**src/rtl/muldiv_pkg.sv**
```systemverilog
// Shared types and constants for the iterative multiply/divide unit.
package muldiv_pkg;

  typedef enum logic [2:0] {
    S_IDLE  = 3'd0,
    S_MULT  = 3'd1,
    S_DIV   = 3'd2,
    S_FIX   = 3'd3,
    S_DONE  = 3'd4,
    S_DZERO = 3'd5
  } state_t;

  localparam logic OP_MULT = 1'b0;
  localparam logic OP_DIV  = 1'b1;

  localparam int DEF_WIDTH = 32;
  localparam int DEF_ITER  = DEF_WIDTH;

endpackage

```
**src/rtl/muldiv_sequencer_if.sv**
```systemverilog
// Launch/result handshake between control_unit and the multiply/divide unit.
interface muldiv_sequencer_if #(parameter int WIDTH = muldiv_pkg::DEF_WIDTH);
  logic             start;
  logic             op;
  logic [WIDTH-1:0] a_in;
  logic [WIDTH-1:0] b_in;
  logic             busy;
  logic             done;
  logic             div_zero;
  logic [WIDTH-1:0] hi_out;
  logic [WIDTH-1:0] lo_out;

  modport master (
    output start, op, a_in, b_in,
    input  busy, done, div_zero, hi_out, lo_out
  );

  modport slave (
    input  start, op, a_in, b_in,
    output busy, done, div_zero, hi_out, lo_out
  );
endinterface

```
**src/rtl/muldiv_core.sv**
```systemverilog
// Shared shift registers for unsigned shift-add multiply and restoring divide.
// hiAcc/loAcc hold {product high, multiplier/product low} for multiply and
// {partial remainder, dividend/quotient} for divide.
module muldiv_core
  import muldiv_pkg::*;
#(
  parameter int WIDTH = DEF_WIDTH
) (
  input  logic             clock,
  input  logic             load,
  input  logic             step,
  input  logic             op,
  input  logic [WIDTH-1:0] aMag,
  input  logic [WIDTH-1:0] bMag,
  output logic [WIDTH-1:0] hiAcc,
  output logic [WIDTH-1:0] loAcc
);

  logic [WIDTH-1:0] operand;
  logic [WIDTH:0]   mulSum;
  logic [WIDTH:0]   divShift;
  logic [WIDTH-1:0] divRem;
  logic             divGe;

  // One iteration of each algorithm, computed from the current register contents
  always_comb begin
    mulSum   = {1'b0, hiAcc} + (loAcc[0] ? {1'b0, operand} : '0);
    divShift = {hiAcc, loAcc[WIDTH-1]};
    divGe    = (divShift >= {1'b0, operand});
    // Partial remainder stays below the divisor, so the difference fits in WIDTH bits
    divRem   = divShift[WIDTH-1:0] - operand;
  end

  // Load magnitudes on launch, then advance one bit per step
  always_ff @(posedge clock) begin
    if (load) begin
      hiAcc   <= '0;
      loAcc   <= (op == OP_DIV) ? aMag : bMag;
      operand <= (op == OP_DIV) ? bMag : aMag;
    end else if (step) begin
      if (op == OP_MULT) begin
        hiAcc <= mulSum[WIDTH:1];
        loAcc <= {mulSum[0], loAcc[WIDTH-1:1]};
      end else begin
        hiAcc <= divGe ? divRem : divShift[WIDTH-1:0];
        loAcc <= {loAcc[WIDTH-2:0], divGe};
      end
    end
  end

endmodule

```
**src/rtl/muldiv_sequencer.sv**
```systemverilog
// Sequencing FSM for the signed multiply/divide unit feeding HI/LO.
module muldiv_sequencer
  import muldiv_pkg::*;
#(
  parameter int WIDTH = DEF_WIDTH,
  parameter int ITER  = DEF_ITER
) (
  input  logic                clock,
  input  logic                reset,
  muldiv_sequencer_if.slave   bus
);

  localparam int CNT_W = (ITER > 1) ? $clog2(ITER) : 1;

  state_t             state;
  logic [CNT_W-1:0]   count;
  logic               signA;
  logic               signB;
  logic               opReg;

  logic               coreLoad;
  logic               coreStep;
  logic               coreOp;
  logic [WIDTH-1:0]   aMag;
  logic [WIDTH-1:0]   bMag;
  logic [WIDTH-1:0]   hiAcc;
  logic [WIDTH-1:0]   loAcc;

  logic [2*WIDTH-1:0] prodMag;
  logic [2*WIDTH-1:0] prodFix;
  logic [WIDTH-1:0]   quotFix;
  logic [WIDTH-1:0]   remFix;

  // Unsigned magnitude; the most negative value maps to itself without overflow
  function automatic logic [WIDTH-1:0] absVal(input logic signed [WIDTH-1:0] x);
    return $unsigned(x[WIDTH-1] ? -x : x);
  endfunction

  // Launch decode and operand magnitudes for the datapath
  always_comb begin
    aMag     = absVal(bus.a_in);
    bMag     = absVal(bus.b_in);
    coreLoad = (state == S_IDLE) && bus.start &&
               !((bus.op == OP_DIV) && (bus.b_in == '0));
    coreStep = (state == S_MULT) || (state == S_DIV);
    coreOp   = (state == S_IDLE) ? bus.op : opReg;
  end

  muldiv_core #(.WIDTH(WIDTH)) core (
    .clock (clock),
    .load  (coreLoad),
    .step  (coreStep),
    .op    (coreOp),
    .aMag  (aMag),
    .bMag  (bMag),
    .hiAcc (hiAcc),
    .loAcc (loAcc)
  );

  // Sign correction of the unsigned results; remainder follows the dividend
  always_comb begin
    prodMag = {hiAcc, loAcc};
    prodFix = (signA ^ signB) ? -prodMag : prodMag;
    quotFix = (signA ^ signB) ? -loAcc : loAcc;
    remFix  = signA ? -hiAcc : hiAcc;
  end

  // Control FSM with registered busy/done/div_zero and result registers
  always_ff @(posedge clock) begin
    if (!reset) begin
      state        <= S_IDLE;
      count        <= '0;
      signA        <= 1'b0;
      signB        <= 1'b0;
      opReg        <= OP_MULT;
      bus.busy     <= 1'b0;
      bus.done     <= 1'b0;
      bus.div_zero <= 1'b0;
      bus.hi_out   <= '0;
      bus.lo_out   <= '0;
    end else begin
      bus.done     <= 1'b0;
      bus.div_zero <= 1'b0;
      case (state)
        S_IDLE: begin
          if (bus.start) begin
            if ((bus.op == OP_DIV) && (bus.b_in == '0)) begin
              state        <= S_DZERO;
              bus.div_zero <= 1'b1;
            end else begin
              state    <= (bus.op == OP_DIV) ? S_DIV : S_MULT;
              bus.busy <= 1'b1;
              count    <= CNT_W'(ITER - 1);
              signA    <= bus.a_in[WIDTH-1];
              signB    <= bus.b_in[WIDTH-1];
              opReg    <= bus.op;
            end
          end
        end
        S_MULT, S_DIV: begin
          if (count == '0) state <= S_FIX;
          else             count <= count - 1'b1;
        end
        S_FIX: begin
          if (opReg == OP_MULT) begin
            bus.hi_out <= prodFix[2*WIDTH-1:WIDTH];
            bus.lo_out <= prodFix[WIDTH-1:0];
          end else begin
            bus.hi_out <= remFix;
            bus.lo_out <= quotFix;
          end
          state    <= S_DONE;
          bus.done <= 1'b1;
        end
        S_DONE: begin
          state    <= S_IDLE;
          bus.busy <= 1'b0;
        end
        S_DZERO: state <= S_IDLE;
        default: begin
          state    <= S_IDLE;
          bus.busy <= 1'b0;
        end
      endcase
    end
  end

endmodule
```
**src/flat_wrapper.sv**
```systemverilog
// flat-port wrapper written by rule: the top's interface ports become plain ports
module muldiv_sequencer_flat import muldiv_pkg::*;
#(
  parameter int WIDTH = DEF_WIDTH,
  parameter int ITER  = DEF_ITER
)
  (clock, reset, bus_start, bus_op, bus_a_in, bus_b_in, bus_busy, bus_done, bus_div_zero, bus_hi_out, bus_lo_out);
  muldiv_sequencer_if #(.WIDTH(WIDTH)) bus_i ();
  input  logic clock;
  input  logic reset;
  input wire logic [$bits(bus_i.start)-1:0] bus_start;
  input wire logic [$bits(bus_i.op)-1:0] bus_op;
  input wire logic [$bits(bus_i.a_in)-1:0] bus_a_in;
  input wire logic [$bits(bus_i.b_in)-1:0] bus_b_in;
  output wire logic [$bits(bus_i.busy)-1:0] bus_busy;
  output wire logic [$bits(bus_i.done)-1:0] bus_done;
  output wire logic [$bits(bus_i.div_zero)-1:0] bus_div_zero;
  output wire logic [$bits(bus_i.hi_out)-1:0] bus_hi_out;
  output wire logic [$bits(bus_i.lo_out)-1:0] bus_lo_out;
  assign bus_i.start = bus_start;
  assign bus_i.op = bus_op;
  assign bus_i.a_in = bus_a_in;
  assign bus_i.b_in = bus_b_in;
  assign bus_busy = bus_i.busy;
  assign bus_done = bus_i.done;
  assign bus_div_zero = bus_i.div_zero;
  assign bus_hi_out = bus_i.hi_out;
  assign bus_lo_out = bus_i.lo_out;
  muldiv_sequencer #(.WIDTH(WIDTH), .ITER(ITER)) u_core (.clock(clock), .reset(reset), .bus(bus_i));
endmodule
```
**config.mk**
```make
export PLATFORM = sky130hd
export DESIGN_NAME = muldiv_sequencer_flat
export DESIGN_NICKNAME = d
export VERILOG_FILES = /design/src/rtl/muldiv_pkg.sv /design/src/rtl/muldiv_sequencer_if.sv /design/src/rtl/muldiv_core.sv /design/src/rtl/muldiv_sequencer.sv /design/src/flat_wrapper.sv
export SDC_FILE = /design/constraint.sdc
export NUM_CORES = 1
export LEC_CHECK = 0
export ABC_AREA = 1
export ABC_CLOCK_PERIOD_IN_PS = 8100
export CAP_MARGIN = 20
export CORE_ASPECT_RATIO = 2
export CORE_MARGIN = 3
export CORE_UTILIZATION = 30
export CTS_BUF_LIST = sky130_fd_sc_hd__clkbuf_8
export DETAILED_ROUTE_END_ITERATION = 16
export PLACE_DENSITY = 0.5
export SETUP_SLACK_MARGIN = 0.05
export SLEW_MARGIN = 20
export SYNTH_ARGS = -nofsm -noshare
export SYNTH_HDL_FRONTEND = slang
export SYNTH_HIERARCHICAL = 1
export SYNTH_SLANG_ARGS = --single-unit
```
**constraint.sdc**
```tcl
create_clock -name clock -period 8.1 [get_ports clock]
set_input_delay 1.62 -clock clock [delete_from_list [all_inputs] [get_ports clock]]
set_output_delay 1.62 -clock clock [all_outputs]
set_load 0.02 [all_outputs]
```
==> key figures <==
STA
  – Worst hold slack: roughly 0.51 ns
  – Clock skew: roughly 0.022 ns
  – Final-report hold violation count: 0
  – Slew Limit Fails: 0
  – RSZ-0062 raised after global routing: false
  – Final setup fails: 0
  – Fin crit period: 5.01 ns
  – Slew Limit Headroom: 26.6%
  – Measured slew at the worst slew-check pin: between 1 and 1.5 ns
  – Fin crit share: 61.9%
  – Setup TNS: 0 ns
  – F_max: between 0.15 and 0.2 GHz

Cells and area
  – Final #Nets: 3105
  – Number of fill cells in the layout: around 6300
  – Area added between synthesis and finish: 14.4%
  – Fraction of layout cells with a size suffix above 1: ~4%
  – Final instance area: 19400 um2

Synthesis
  – Count leader, synth: nand2_1
  – Most used DFF post-synth: dfxtp_1
  – Post-synth EDFFs: between 60 and 70
  – Area leader, netlist: nand2_1
  – Synth Register Bits: 174
  – Register area share after synthesis: approximately a quarter
  – Post-Syn Nets: 3021
  – Top post-synthesis cells by area: nand2_1 (19%), dfxtp_1 (13%), edfxtp_1 (11%)
  – Avg Synthesized Cell Area: 5.87 um2
  – Asr flop ratio synth: 0%
  – Synth warnings: 6
  – Post-synth top area share: approximately a fifth
  – Cell variety after synth: 54
  – Most frequent cells after synthesis: nand2_1 (848), nor2_1 (469), inv_1 (375), o21ai_0 (193), nand3_1 (169)
  – Synthesized instance count: just under 3000
  – Post-Syn Area: 16900 um2

Clocking
  – Num CTS Buffers: 17
  – CTS H-tree depth: 4
  – Clock root buffer: clkbuf_8
  – TritonCTS clock tree: yes
  – Clk sinks: about 170
  – Worst-case clock buffer depth: 2
  – Clk slew on worst S/H paths: ~0.1 ns
  – Clk_lat worst skew: around 0.52 ns
  – Setup Buffers After CTS: 0
  – Post-CTS Hold Buffers: 0
  – Number of gates resized after CTS: 0

Min path
  – Hold path start: u_core/bus.lo_out[31]$_SDFFE_PN0P_
  – WHS Endpoint: u_core/bus.lo_out[31]$_SDFFE_PN0P_
  – Hold path cells: 2
  – Worst Hold Class: register to register

Power
  – Switching Power: approximately 0.0048 W
  – Net Sw Frac: 59.4%
  – Sequential share of power: approximately a quarter
  – Peak supply drop: 0.276 mV
  – Logic gate share of total power: about 68%
  – Power share of the clock group: 8.3%
  – Internal Power: 0.00329 W
  – PD cells: approximately 420 nW/um2
  – LEAKAGE: 9.35 nW

Drt
  – Final ANT Viol Nets: 0
  – # DRC: 0
  – Vias per cell: about 5.1
  – DRT Wirelength: 78900 um
  – Via count: around 19000
  – Initial DRC Count: 1327
  – DRT Pass-1 Iters: 6
  – Average wire per standard cell: 21.2 um

Global routing
  – GRT Total Usage: around 26%
  – Vias in the first global route: between 15000 and 20000
  – Largest net degree at the start of global routing: 90
  – Gr ovfl total: 0
  – Initial antenna violation count: 1
  – First-pass GRT wire length: roughly 110000 um

Floorplan
  – I/O pin count: 135
  – CORE AREA: about 56000 um2
  – Starting Density: between 30% and 40%
  – Die width: between 150 and 200 um
  – Die area: roughly 60000 um2
  – Rows: between 100 and 150
  – Die Height: around 340 um

Critical path
  – WP data required: between 8 and 9 ns
  – CP Capture Type: register
  – Startpoint Class: primary input
  – Reg-to-reg slack, setup: between 4 and 5 ns
  – R2r worst-path depth: 12
  – FF-to-FF End: u_core/core/hiAcc[18]$_SDFFE_PP0P_
  – Worst-path maximum fanout: 31
  – Worst r2r src: u_core/core/hiAcc[27]$_SDFFE_PP0P_
  – WS Path Type: primary input to register
  – Crit path DAT: roughly 5.2 ns

Placed design
  – Port bufs: 134
  – Final Wtd Congestion: approximately 1
  – Post-DP HPWL: about 65000 um
  – Post-place instance area: approximately 19000 um2

Run status
  – Outcome: finished, final reports clean

Run
  – Maxcap violations: 0
worst max-delay path: stages:
cell and delay (ns):
clkdlybuf4s50_1 0.83, inv_1 0.54, nand4_1 0.13, nor2_1 0.12
nand2_1 0.05, nor2_1 0.22, nand2_1 0.14, nand2_1 0.32
inv_2 0.07, inv_1 0.63, nand2_1 0.19, buf_4 0.33
stage by stage:
step	setup slack [ns]	instances	utilization, %	power, W
6_report	3.09	3724	34.8	0.00810
5_1_grt	2.87	3723	34.8	0.00874
4_1_cts	3.17	3722	34.8	0.00810
3_3_place_gp	2.65	3691	34.1	0.00737
2_1_floorplan	3.56	2882	-	0.00535
3_5_place_dp	2.59	3691	34.1	0.00739
placed cells by master, fill, tap and decap left out, types with 21 or more instances in the layout:
cell type	instances
nand2_1	848
xnor2_1	30
ha_1	69
o21ai_0	192
nand3b_1	29
a21oi_1	142
xor2_1	67
dfxtp_1	110
nor3_1	21
buf_4	24
inv_1	374
o22ai_1	32
clkdlybuf4s50_1	133
nand4_1	28
nor2_1	468
edfxtp_1	64
nand3_1	169
power by group through the flow:
| stage | sequential [W] | clock, W | combinational [W] |
|---|---|---|---|
| 4_1_cts | 0.00191 | 0.000695 | 0.00549 |
| 5_1_grt | 0.00192 | 0.000722 | 0.00610 |
| 6_report | 0.00192 | 0.000672 | 0.00551 |
| 3_3_place_gp | 0.00193 | 0 | 0.00544 |
| 2_1_floorplan | 0.00163 | 0 | 0.00371 |
| 3_5_place_dp | 0.00193 | 0 | 0.00546 |
registers in the layout, indices dropped and copies added (netlist names):
register / flops
u_core/bus.div_zero: 1
u_core/bus.busy: 1
u_core/signA: 1
u_core/core/operand: 32
u_core/opReg: 1
u_core/state: 3
u_core/core/hiAcc: 32
u_core/count: 5
u_core/bus.hi_out: 32
u_core/bus.done: 1
u_core/bus.lo_out: 32
u_core/signB: 1
u_core/core/loAcc: 32
logic make-up after synthesis:
group / count (synthesis) / share of synthesized area [%]
AOI/OAI and AO/OA: 443 / 14.5
xor gates and xnor gates: 97 / 5.02
adders and majority gates: 71 / 5.34
buffers and inverters: 477 / 11.1
DFF: 174 / 24.4
and+or+nand+nor: 1620 / 39.7
how the worst max path moves through the flow:
stage / from / slack [ns] / cells past startpoint / end
6_report: bus_b_in[31] / 3.09 / 12 / u_core/core/loAcc[23]$_DFFE_PP_
5_1_grt: bus_b_in[31] / 2.87 / 12 / u_core/core/loAcc[29]$_DFFE_PP_
4_1_cts: bus_b_in[31] / 3.17 / 12 / u_core/core/loAcc[21]$_DFFE_PP_
3_5_place_dp: bus_b_in[31] / 2.59 / 12 / u_core/core/loAcc[27]$_DFFE_PP_
3_3_place_gp: bus_b_in[31] / 2.65 / 12 / u_core/core/loAcc[28]$_DFFE_PP_
2_1_floorplan: bus_b_in[0] / 3.56 / 12 / u_core/core/loAcc[0]$_DFFE_PP_
routing by layer:
layer | GRT usage (%) | up-vias | wire length [um] | share of wire, %
met4 | 21.8 | 0 | 7820 | 9.9
met5 | 0 | - | 0 | 0
met1 | 25.6 | 8753 | 27500 | 35
li1 | - | 9384 | - | -
met2 | 48.3 | 713 | 40600 | 51
met3 | 1.99 | 243 | 2940 | 3.7
layout make-up:
class	instances	area, um2	area share (%)
Clock inverter	14	158	0.815
Sequential cell	174	4120	21.3
Antenna cell	2	5.00	0.0259
Tap cell	744	931	4.81
Clock buffer	17	234	1.21
Timing Repair Buffer	158	1520	7.84
Inverter	384	1450	7.48
Multi-Input combinational cell	2231	10900	56.5
No activity file was read; power rests on OpenSTA's default activity.
